[src/rtl/switch_pkg.sv]
// Shared definitions for the 2x2 switch packet arbiter: word layout, default
// port addresses and the per-output arbitration state.
package switch_pkg;

    localparam int DATA_W_DEF = 32;

    // Flag positions counted upward from the top of the data field.
    localparam int SOP_BIT = 0;
    localparam int EOP_BIT = 1;

    localparam logic [DATA_W_DEF-1:0] PORTA_ADDR_DEF = 32'hABCD;
    localparam logic [DATA_W_DEF-1:0] PORTB_ADDR_DEF = 32'h1234;

    typedef struct packed {
        logic                  eop;
        logic                  sop;
        logic [DATA_W_DEF-1:0] data;
    } word_t;

    typedef enum logic {
        IDLE = 1'b0,
        BUSY = 1'b1
    } arb_state_t;

endpackage

[src/rtl/switch_out_sched.sv]
// Per-output scheduler: round-robin grant between two inputs, packet lock from
// SOP to EOP, and a registered valid/ready output word.
module switch_out_sched
    import switch_pkg::*;
#(
    parameter int DATA_W = DATA_W_DEF
) (
    input  logic              clk,
    input  logic              rst,
    input  logic [1:0]        req,
    input  logic [1:0]        in_valid,
    input  logic [DATA_W+1:0] in_word0,
    input  logic [DATA_W+1:0] in_word1,
    output logic [1:0]        pop,
    output logic              out_valid,
    input  logic              out_ready,
    output logic [DATA_W+1:0] out_word,
    output logic              busy,
    output logic              owner
);

    arb_state_t        state_p0, state_nxt;
    logic              owner_p0, owner_nxt;
    logic              rr_p0, rr_nxt;
    logic              load;
    logic [DATA_W+1:0] head;
    logic              out_valid_p1;
    logic [DATA_W+1:0] out_word_p1;

    assign head = owner_p0 ? in_word1 : in_word0;

    always_comb begin
        state_nxt = state_p0;
        owner_nxt = owner_p0;
        rr_nxt    = rr_p0;
        pop       = '0;
        load      = 1'b0;
        case (state_p0)
            IDLE: begin
                if (req != 2'b00) begin
                    state_nxt = BUSY;
                    owner_nxt = (req == 2'b11) ? rr_p0 : req[1];
                end
            end
            BUSY: begin
                load          = in_valid[owner_p0] && (!out_valid_p1 || out_ready) && !rst;
                pop[owner_p0] = load;
                // The pointer only advances once a whole packet has left.
                if (load && head[DATA_W+EOP_BIT]) begin
                    state_nxt = IDLE;
                    rr_nxt    = !owner_p0;
                end
            end
            default: state_nxt = IDLE;
        endcase
    end

    // Stage p0: arbitration state
    always_ff @(posedge clk) begin
        if (rst) begin
            state_p0 <= IDLE;
            owner_p0 <= 1'b0;
            rr_p0    <= 1'b0;
        end else begin
            state_p0 <= state_nxt;
            owner_p0 <= owner_nxt;
            rr_p0    <= rr_nxt;
        end
    end

    // Stage p1: registered output word
    always_ff @(posedge clk) begin
        if (rst) begin
            out_valid_p1 <= 1'b0;
            out_word_p1  <= '0;
        end else if (load) begin
            out_valid_p1 <= 1'b1;
            out_word_p1  <= head;
        end else if (out_ready) begin
            out_valid_p1 <= 1'b0;
        end
    end

    assign out_valid = out_valid_p1;
    assign out_word  = out_word_p1;
    assign busy      = (state_p0 == BUSY);
    assign owner     = owner_p0;

endmodule

[src/rtl/switch_pkt_arbiter.sv]
// 2x2 switch packet scheduler: destination decode, orphan-word discard and
// drop counting around two per-output schedulers.
module switch_pkt_arbiter
    import switch_pkg::*;
#(
    parameter int                DATA_W     = DATA_W_DEF,
    parameter logic [DATA_W-1:0] PORTA_ADDR = DATA_W'(PORTA_ADDR_DEF),
    parameter logic [DATA_W-1:0] PORTB_ADDR = DATA_W'(PORTB_ADDR_DEF),
    parameter int                CNT_W      = 16
) (
    input  logic              clk,
    input  logic              rst,
    input  logic [1:0]        in_valid,
    input  logic [DATA_W+1:0] in_word0,
    input  logic [DATA_W+1:0] in_word1,
    output logic [1:0]        in_pop,
    output logic [1:0]        out_valid,
    input  logic [1:0]        out_ready,
    output logic [DATA_W+1:0] out_word0,
    output logic [DATA_W+1:0] out_word1,
    output logic [1:0]        out_busy,
    output logic [1:0]        out_owner,
    output logic [CNT_W-1:0]  drop_cnt
);

    function automatic logic [CNT_W-1:0] sat_add(input logic [CNT_W-1:0] cnt,
                                                 input logic [1:0]       inc);
        logic [CNT_W:0] sum;
        sum = {1'b0, cnt} + {{(CNT_W-1){1'b0}}, inc};
        return sum[CNT_W] ? '1 : sum[CNT_W-1:0];
    endfunction

    logic [1:0]        sop, dest_b, owned, orphan;
    logic [1:0]        req0, req1, pop0, pop1;
    logic [DATA_W-1:0] addr [2];

    assign sop     = {in_word1[DATA_W+SOP_BIT], in_word0[DATA_W+SOP_BIT]};
    assign addr[0] = in_word0[DATA_W-1:0];
    assign addr[1] = in_word1[DATA_W-1:0];

    // An input already locked to an output neither requests nor drops words.
    always_comb begin
        for (int i = 0; i < 2; i++) begin
            dest_b[i] = (addr[i] != PORTA_ADDR) && (addr[i] == PORTB_ADDR);
            owned[i]  = (out_busy[0] && (out_owner[0] == 1'(i))) ||
                        (out_busy[1] && (out_owner[1] == 1'(i)));
            req0[i]   = in_valid[i] && sop[i] && !owned[i] && !dest_b[i];
            req1[i]   = in_valid[i] && sop[i] && !owned[i] &&  dest_b[i];
            orphan[i] = in_valid[i] && !sop[i] && !owned[i] && !rst;
        end
    end

    assign in_pop = pop0 | pop1 | orphan;

    always_ff @(posedge clk) begin
        if (rst) begin
            drop_cnt <= '0;
        end else if (orphan != 2'b00) begin
            drop_cnt <= sat_add(drop_cnt, {1'b0, orphan[0]} + {1'b0, orphan[1]});
        end
    end

    switch_out_sched #(.DATA_W(DATA_W)) u_sched0 (
        .clk       (clk),
        .rst       (rst),
        .req       (req0),
        .in_valid  (in_valid),
        .in_word0  (in_word0),
        .in_word1  (in_word1),
        .pop       (pop0),
        .out_valid (out_valid[0]),
        .out_ready (out_ready[0]),
        .out_word  (out_word0),
        .busy      (out_busy[0]),
        .owner     (out_owner[0])
    );

    switch_out_sched #(.DATA_W(DATA_W)) u_sched1 (
        .clk       (clk),
        .rst       (rst),
        .req       (req1),
        .in_valid  (in_valid),
        .in_word0  (in_word0),
        .in_word1  (in_word1),
        .pop       (pop1),
        .out_valid (out_valid[1]),
        .out_ready (out_ready[1]),
        .out_word  (out_word1),
        .busy      (out_busy[1]),
        .owner     (out_owner[1])
    );

endmodule
[config.mk]
export PLATFORM = sky130hd
export DESIGN_NAME = switch_pkt_arbiter
export DESIGN_NICKNAME = d
export VERILOG_FILES = /design/src/rtl/switch_pkg.sv /design/src/rtl/switch_out_sched.sv /design/src/rtl/switch_pkt_arbiter.sv
export SDC_FILE = /design/constraint.sdc
export NUM_CORES = 1
export LEC_CHECK = 0
export CAP_MARGIN = 40
export CORE_MARGIN = 2
export CORE_UTILIZATION = 41
export CTS_BUF_LIST = sky130_fd_sc_hd__clkbuf_16
export CTS_CLUSTER_SIZE = 12
export DETAILED_ROUTE_END_ITERATION = 6
export PLACE_DENSITY = 0.76
export SYNTH_ARGS = -nofsm -noshare
export SYNTH_HDL_FRONTEND = slang
export SYNTH_SLANG_ARGS = --single-unit
[constraint.sdc]
create_clock -name clk -period 2.6 [get_ports clk]
set_input_delay 0.39 -clock clk [delete_from_list [all_inputs] [get_ports clk]]
set_output_delay 0.39 -clock clk [all_outputs]
set_load 0.03 [all_outputs]
==> out/metrics.csv <==
metric,value,unit
place_inst,776,
n_antenna_cell,0,
max_stage_delay,0.48,ns
hpwl,10500,um
fmax,0.393,GHz
wl_per_cell,18.1,um
end_kind,flip-flop,
area_growth,43.7,%
power.total,3.21,mW
yosys_register_bits,92,
routed_via_density,5.47,
final_util,60.4,%
cp_max_fo,7,
grt_pass1_vias,4544,
start_kind,primary input,
status,"complete, no violations",
synth_flop_cell,dfxtp_1,
relSlewSlack,53.1,%
dr.pass1.iters,4,
fin_crit,2.55,ns
r2r_cells,11,
grt-ovfl-total,0,
worst_slew_pin_slew,0.703,ns
grt_pass1_wl,23000,um
finalWirelength,14500,um
synth.most_common_cell,dfxtp_1,
min_path_type,flip-flop to flip-flop,
start_util,42.0,%
finalSetupViolations,0,
async_flop_share,0,%
ant_nets,0,
fin_crit_sh,97.9,%
cts.sinks,92,
hold_violations,0,
ios,166,
fin_ws,0.0540,ns
core,11500,um^2
vias,4385,
r2r_start,u_sched0.owner,
grt_util_all_layers,22.6,%
die_h,112,um
leakagePower,2.24,nW
die_w,112,um
yosys_warnings,0,
cts_buffer_depth,2,
cp_slowest_cell,clkdlybuf4s50_1,
regToRegEndpoint,drop_cnt[2],
cts_tree,done,
rows,39,
synth.avg_cell_area,9.88,um^2
r2r_slack,0.07,ns
antenna_found_initial,0,
cts_max_level,3,
cp.arrival,2.81,ns
clock_skew,0.0106,ns
hold_slack,0.498,ns
vdd_drop_max,0.000393,V
drt_iter0_drc,165,
critPathKind,primary input to flip-flop,
ys_types,52,
grt_max_degree,69,
crit_required,2.87,ns
p_per_area,464,nW/um^2
layout-drive-gt1-share,16.6,%
hold_path.startpoint,u_sched1.out_word[7],
port_buffers,165,
netlist.area_leader.share,38.2,%
final_cell_count_no_fill,801,
die_area,12600,um^2
fillers,986,
cp_num_buf_inv,3,
cap_viol_max_count,0,
synth_edf_count,0,
whs_path_depth,2,
synth_fp_nets,564,
clk_pin_slew_worst_paths,0.06,ns
yosys-top-cells-area,"dfxtp_1, mux2i_1, a211oi_2",
drc,0,
gp_congestion,0.928,
dp_slack,-0.362,ns
nets,729,
critical_path.top_delay_family,buffers and inverters,
ys_seq_area_share,38.2,%
clk_latency,0.34,ns
yosysTopAreaCell,dfxtp_1,
worstPathCellList,clkdlybuf4s50_1 -> and4b_1 -> nand2b_1 -> fa_2 -> inv_2 -> ha_4 -> and3b_2 -> a21boi_4 -> nand4_1 -> buf_6 -> a21oi_1,
cts_root_buf,clkbuf_16,
numCtsBuffers,9,
syn_area,4820,um^2
slew_viol_final,0,
whs_endpoint,u_sched1.out_word[7],
yosys-top-cells-count,"dfxtp_1, nor2_1, mux2i_1",
syn_inst,488,
## repair_timing
action / 4_1_cts / 5_1_grt
hold buffers: 0 / 0
gates cloned: 0 / 1
gates resized for setup: 3 / 6
pin swaps: 1 / 3
setup endpoints to repair: 8 / 16
buffers inserted: 0 / 8
## report_power, final
group	internal [mW]	switching, mW	total (mW)
logic	0.272	0.296	0.568
clock network	0.635	0.544	1.18
registers	1.44	0.0224	1.47
## worst max-delay path by stage
stage | start | end | slack [ns] | depth (start not counted)
2_1_floorplan | u_sched0.owner | drop_cnt[4] | 0.008 | 13
3_3_place_gp | in_word0[32] | drop_cnt[15] | -0.21 | 10
3_5_place_dp | in_valid[0] | drop_cnt[9] | -0.36 | 11
4_1_cts | u_sched1.owner | drop_cnt[9] | 0.001 | 11
5_1_grt | u_sched0.owner | drop_cnt[9] | -0.08 | 11
6_report | in_valid[0] | drop_cnt[2] | 0.05 | 11
## state kept, by name, indices dropped and copies added, names as in the netlist
signal	count
u_sched0.out_word	34
u_sched1.out_word	34
drop_cnt	16
u_sched0.busy	1
u_sched0.out_valid	1
u_sched0.owner	1
u_sched0.rr_p0	1
u_sched1.busy	1
u_sched1.out_valid	1
u_sched1.owner	1
u_sched1.rr_p0	1
## cell families (layout without fill, tap and decap cells)
logic type	count (synthesis)	after routing	share of synthesized area [%]
and+or+nand+nor	147	147	16.8
AOI/OAI and AO/OA	116	116	21.1
DFF	92	92	38.2
muxes	72	72	15.2
buffers and inverters	49	219	6.23
xor gates and xnor gates	10	10	1.82
adders and majority gates	2	2	0.675
## metrics by stage
stage	TNS [ns]	instance area, um^2
3_3_place_gp	-2.65	6570
2_1_floorplan	0	4830
3_5_place_dp	-5.08	6570
4_1_cts	0	6840
5_1_grt	-0.741	6930
6_report	0	6930
## worst reg2reg max path, cell delays in order, from the launching register on
cell and delay, ns:
dfxtp_4 0.37, nand2b_4 0.14, and4b_1 0.24, nand2b_1 0.11, fa_2 0.41, inv_2 0.10, ha_4 0.14, and3b_2 0.22
a21boi_4 0.24, nand4_1 0.18, buf_6 0.18, a21oi_1 0.12
## layer usage
metal | share of wire [%] | vias up | GRT usage (%) | wire length, um
li1 | - | 2147 | - | -
met1 | 43 | 2081 | 27.5 | 6280
met2 | 48 | 117 | 37.8 | 6970
met3 | 4.2 | 40 | 4.54 | 611
met4 | 4.1 | 0 | 12.0 | 600
met5 | 0 | - | 0 | 0
## cells in the final DEF (no fill, tap or decap), types with 9 or more instances in the layout
cell             netlist  final
a211oi_1              30     30
a211oi_2              40     40
a21oi_1               19     18
buf_4                  7     35
clkbuf_16              0      9
clkdlybuf4s50_1        0    162
dfxtp_1               92     90
mux2i_1               70     70
nand2_1                9      9
nand4_1                9      9
nor2_1                77     77
nor4_1                 9      9
o21ai_0                9      9
## area by class of cell
class	count	area (um^2)	area share (%)
clock inverters	7	33.8	0.488
flip-flops and latches	92	1850	26.7
well taps	143	179	2.58
clock buffers	9	225	3.25
multi-input cells	347	2710	39.1
repair buffers	200	1920	27.7
inverters	3	11.3	0.163
Note: power is estimated with default switching activity, not from simulation.
==> RTL edit 1, RTL diff (same flow settings) <==
Register the output `drop_cnt` once more, cleared by the reset; this adds one clock of latency there. The other outputs are not delayed to match.
--- a/src/rtl/switch_pkt_arbiter.sv
+++ b/src/rtl/switch_pkt_arbiter.sv
@@ -23,4 +23,6 @@
     output logic [CNT_W-1:0]  drop_cnt
 );
+
+    logic [CNT_W-1:0] drop_cnt_s0;
 
     function automatic logic [CNT_W-1:0] sat_add(input logic [CNT_W-1:0] cnt,
@@ -55,7 +57,7 @@
     always_ff @(posedge clk) begin
         if (rst) begin
-            drop_cnt <= '0;
+            drop_cnt_s0 <= '0;
         end else if (orphan != 2'b00) begin
-            drop_cnt <= sat_add(drop_cnt, {1'b0, orphan[0]} + {1'b0, orphan[1]});
+            drop_cnt_s0 <= sat_add(drop_cnt_s0, {1'b0, orphan[0]} + {1'b0, orphan[1]});
         end
     end
@@ -91,3 +93,11 @@
     );
 
+    always_ff @(posedge clk) begin
+        if (rst) begin
+            drop_cnt <= '0;
+        end else begin
+            drop_cnt <= drop_cnt_s0;
+        end
+    end
+
 endmodule
Check against the original RTL: not equivalent (a bounded check fails within 4 cycles, from zero or initial values and one cycle with rst high).
==> RTL edit 1 against the unedited design <==
  * Sequential cell count grew 16
  * Synthesized area grew 7.6%
  * Worst setup slack gained 0.084 ns
  * Non-clock buffer count shrank 13
  * Core utilization shrank 1.1 points
  * Highest routed layer is now met5
  * Total power grew 23%
  * Wire length grew 0.21%
  * Cell area grew 6.8%
  * Clock power grew 43%
  * Critical endpoint is now drop_cnt_s0[10]$_SDFFE_PP0P_
==> RTL edit 1: results (changes against the unedited design) <==
Parameter                              Value

Cells and area
  Fill cell instance count of the final layout ... 1064 (was 986)
  Layout overhead on the synthesized area ... 42.6% (was 43.7%)

GRT
  Global-route met1 utilization ... 0.261 (was 0.275)
  Largest net degree at the start of global routing ... 113 (was 69)
  Global-route wire length before repair ... 23.4 mm (was 23.0 mm)
  Number of global-route vias before repair ... 4539 (was 4544)

Detailed routing
  Routed len/inst ... 17.1 µm (was 18.1 µm)
  Wire length on met1 ... 5.86 mm (was 6.28 mm)
  Number of vias per cell ... 5.25 (was 5.47)
  Amount of wire on met2 after detailed routing ... 7.24 mm (was 6.97 mm)
  Aggregate routed wire length ... 14.5 mm (about the same)
  Wire length on met3 ... 1.03 mm (was 611 µm)

Place
  Setup slack after placement ... -0.235 ns (was -0.362 ns)
  Instance area at placement ... 7010 µm² (was 6570 µm²)

Timing
  Post-Route Skew ... 0.00748 ns (was 0.0106 ns)
  Max-slew headroom at the worst pin ... 0.554 (was 0.531)

Power and ir drop
  Static power due to leakage ... 2.33 nW (was 2.24 nW)

Logic synthesis
  Syn avg cell area ... 9.94 µm² (was 9.88 µm²)
  XOR/XNOR share of the synthesized area ... 0.0169 (was 0.0182)
  Most area-consuming cells after synthesis ... sky130_fd_sc_hd__dfxtp_1 (42%), sky130_fd_sc_hd__mux2i_1 (14%), sky130_fd_sc_hd__a211oi_2 (10%) (was sky130_fd_sc_hd__dfxtp_1 (38%), sky130_fd_sc_hd__mux2i_1 (15%), sky130_fd_sc_hd__a211oi_2 (10%))
  Arithmetic-cell share of the synthesized area counting full adders, half adders and majority gates ... 0.00627 (was 0.00675)
  Number of distinct standard cells referenced by the synthesized netlist ... 48 (was 52)
  Sequential fraction of the synthesis area ... 0.417 (was 0.382)
  Most frequent cells after synthesis ... sky130_fd_sc_hd__dfxtp_1 (108), sky130_fd_sc_hd__nor2_1 (82), sky130_fd_sc_hd__mux2i_1 (70) (was sky130_fd_sc_hd__dfxtp_1 (92), sky130_fd_sc_hd__nor2_1 (77), sky130_fd_sc_hd__mux2i_1 (70))

Status
  Result of the run ... finished, final reports clean (unchanged)

Worst setup path
  Reg-to-reg critical path startpoint ... u_sched1.owner$_SDFFE_PP0P_ (was u_sched0.owner$_SDFFE_PP0P_)

CTS
  Post-cts repair resize count ... 0 (was 3)

Min path
  Min-Delay Path Depth ... 1 (was 2)
## RTL edit 1: cell types whose count changed after synthesis, sizes merged, moves of 4 or more
cell | before | now
dfxtp | 92 | 108
nor2b | 3 | 14
xnor2 | 6 | 10
xor2 | 4 | 0
nor2 | 77 | 82
## RTL edit 1: final cells by class
cell class / instances / share of cell area
clock buffers: 9 / 0.0305
clock inverters: 7 / 0.0196
inverters: 3 / 0.00152
multi-input cells: 364 / 0.376
flip-flops and latches: 108 / 0.294
well taps: 172 / 0.0291
repair buffers: 187 / 0.250
## RTL edit 1: path summary, 6_finish.rpt
path                                  end  slack, ns
max          drop_cnt_s0[10]$_SDFFE_PP0P_       0.14
min               drop_cnt[10]$_SDFF_PP0_       0.50
min reg2reg       drop_cnt[10]$_SDFF_PP0_       0.50
max reg2reg  drop_cnt_s0[10]$_SDFFE_PP0P_       0.19
## RTL edit 1: power breakdown
part           switching [mW]  internal (mW)
Combinational           0.286          0.259
Sequential             0.0223           1.69
Clock                   0.643           1.05
==> RTL edit 2, RTL diff (config.mk and constraints unchanged) <==
Without the edit above. Change the parameter `CNT_W` from 16 to 20.
--- a/src/rtl/switch_pkt_arbiter.sv
+++ b/src/rtl/switch_pkt_arbiter.sv
@@ -7,5 +7,5 @@
     parameter logic [DATA_W-1:0] PORTA_ADDR = DATA_W'(PORTA_ADDR_DEF),
     parameter logic [DATA_W-1:0] PORTB_ADDR = DATA_W'(PORTB_ADDR_DEF),
-    parameter int                CNT_W      = 16
+    parameter int                CNT_W      = 20
 ) (
     input  logic              clk,
Interface: changed (resized drop_cnt); port bits go from 166 to 170. No check against the original RTL was run, so the function may have changed too.
==> RTL edit 2 against the unedited design <==
  * Total power increased by 11%
  * Synthesized area increased by 0.52%
  * Final cell count increased by 2.9%
  * Cell area increased by 2.8%
  * Register-to-register slack improved by 0.10 ns
  * Worst setup slack improved by 0.047 ns
  * Sequential cell count increased by 4
  * Critical endpoint is now out_owner[1]
  * Wire length increased by 1.5%
==> RTL edit 2: results (changes against the unedited design) <==
Parameter                              Value

Status
  Result of the run ... finished, final reports clean (unchanged)

Logic synthesis
  Post-synthesis mux area share ... 0.150 (was 0.152)
  Most area-consuming cells after synthesis ... sky130_fd_sc_hd__dfxtp_1 (40%), sky130_fd_sc_hd__mux2i_1 (14%), sky130_fd_sc_hd__a211oi_1 (11%) (was sky130_fd_sc_hd__dfxtp_1 (38%), sky130_fd_sc_hd__mux2i_1 (15%), sky130_fd_sc_hd__a211oi_2 (10%))
  Synthesized-area fraction occupied by ao, oa, aoi and oai cells ... 0.194 (was 0.211)
  Number of distinct standard cells referenced by the synthesized netlist ... 54 (was 52)
  Most frequent cells after synthesis ... sky130_fd_sc_hd__dfxtp_1 (96), sky130_fd_sc_hd__nor2_1 (75), sky130_fd_sc_hd__a211oi_1 (70) (was sky130_fd_sc_hd__dfxtp_1 (92), sky130_fd_sc_hd__nor2_1 (77), sky130_fd_sc_hd__mux2i_1 (70))
  Arithmetic-cell share of the synthesized area counting full adders, half adders and majority gates ... 0.00671 (was 0.00675)
  Sequential fraction of the synthesis area ... 0.397 (was 0.382)
  Number of cells produced by synthesis ... 517 (was 488)

Detailed routing
  Number of vias per cell ... 5.54 (was 5.47)
  Aggregate routed wire length ... 14.7 mm (was 14.5 mm)
  Wire length on met3 ... 1.18 mm (was 611 µm)
  Initial detailed-routing violation count ... 203 (was 165)
  Total number of vias ... 4562 (was 4385)
  Amount of wire on met2 after detailed routing ... 6.94 mm (was 6.97 mm)

Place
  Detail Placement HPWL ... 10.6 mm (was 10.5 mm)
  RePlAce Congestion ... 0.853 (was 0.928)

Min path
  Hold path startpoint ... drop_cnt[16]$_SDFFE_PP0P_ (was u_sched1.out_word[7]$_SDFFE_PP0P_)

Cells and area
  Fill cell instance count of the final layout ... 977 (was 986)
  Number of nets at the end of the flow ... 753 (was 729)
  Share of final-layout standard cells stronger than drive strength 1 ... 0.119 (was 0.166)

CTS
  Number of post-CTS setup repair buffers ... 1 (was 0)

Worst setup path
  Critical path fanouts, max ... 38 (was 7)
  WP data arrival ... 2.11 ns (was 2.81 ns)
  CP startpoint ... u_sched1.owner$_SDFFE_PP0P_ (was in_valid[0])

Timing
  Max-slew headroom at the worst pin ... 0.542 (was 0.531)

Power and ir drop
  Max IR drop VDD ... 268 µV (was 393 µV)

GRT
  GR Layer Usage met2 ... 0.379 (was 0.378)
  Global-route wire length before repair ... 23.4 mm (was 23.0 mm)
  Largest net degree at the start of global routing ... 66 (was 69)
  Global Route met3 Usage ... 0.0766 (was 0.0454)
  Global-route met1 utilization ... 0.270 (was 0.275)
RTL edit 2: worst paths after layout:
path                          endpoint  slack, ns  cells after the start
max                       out_owner[1]       0.10                      2
min          drop_cnt[16]$_SDFFE_PP0P_       0.50                      2
max reg2reg  drop_cnt[18]$_SDFFE_PP0P_       0.17                     11
min reg2reg  drop_cnt[16]$_SDFFE_PP0P_       0.50                      2
RTL edit 2: final cells by class:
class / count / area [µm²] / area share
Timing Repair Buffer: 195 / 1930 / 0.271
Clock buffer: 9 / 225 / 0.0316
Clock inverter: 6 / 108 / 0.0151
Sequential cell: 96 / 1920 / 0.270
Inverter: 7 / 26.3 / 0.00369
Tap cell: 143 / 179 / 0.0251
Multi-Input combinational cell: 368 / 2730 / 0.384
RTL edit 2: power groups by stage:
| stage | clock network [mW] | registers (mW) | logic (mW) |
|---|---|---|---|
| 4_1_cts | 1.53 | 1.53 | 0.528 |
| 3_3_place_gp | 0 | 1.56 | 0.517 |
| 6_report | 1.51 | 1.53 | 0.530 |
| 5_1_grt | 1.58 | 1.53 | 0.566 |
| 3_5_place_dp | 0 | 1.56 | 0.526 |
| 2_1_floorplan | 0 | 1.61 | 0.217 |
RTL edit 2: stage by stage:
| step | area, µm² | setup WS, ns | util | hold slack, ns | setup TNS (ns) |
|---|---|---|---|---|---|
| final | 7120 | 0.101 | 0.621 | 0.497 | 0 |
| after global placement | 6750 | -0.378 | 0.589 | 0.463 | -4.79 |
| after CTS | 7090 | 0.0300 | 0.619 | 0.495 | 0 |
| after global routing | 7120 | 0.0249 | 0.621 | 0.519 | 0 |
| after detailed placement | 6750 | -0.456 | 0.589 | 0.484 | -6.54 |
| after floorplan | 4890 | 0.0000673 | - | 0.478 | 0 |
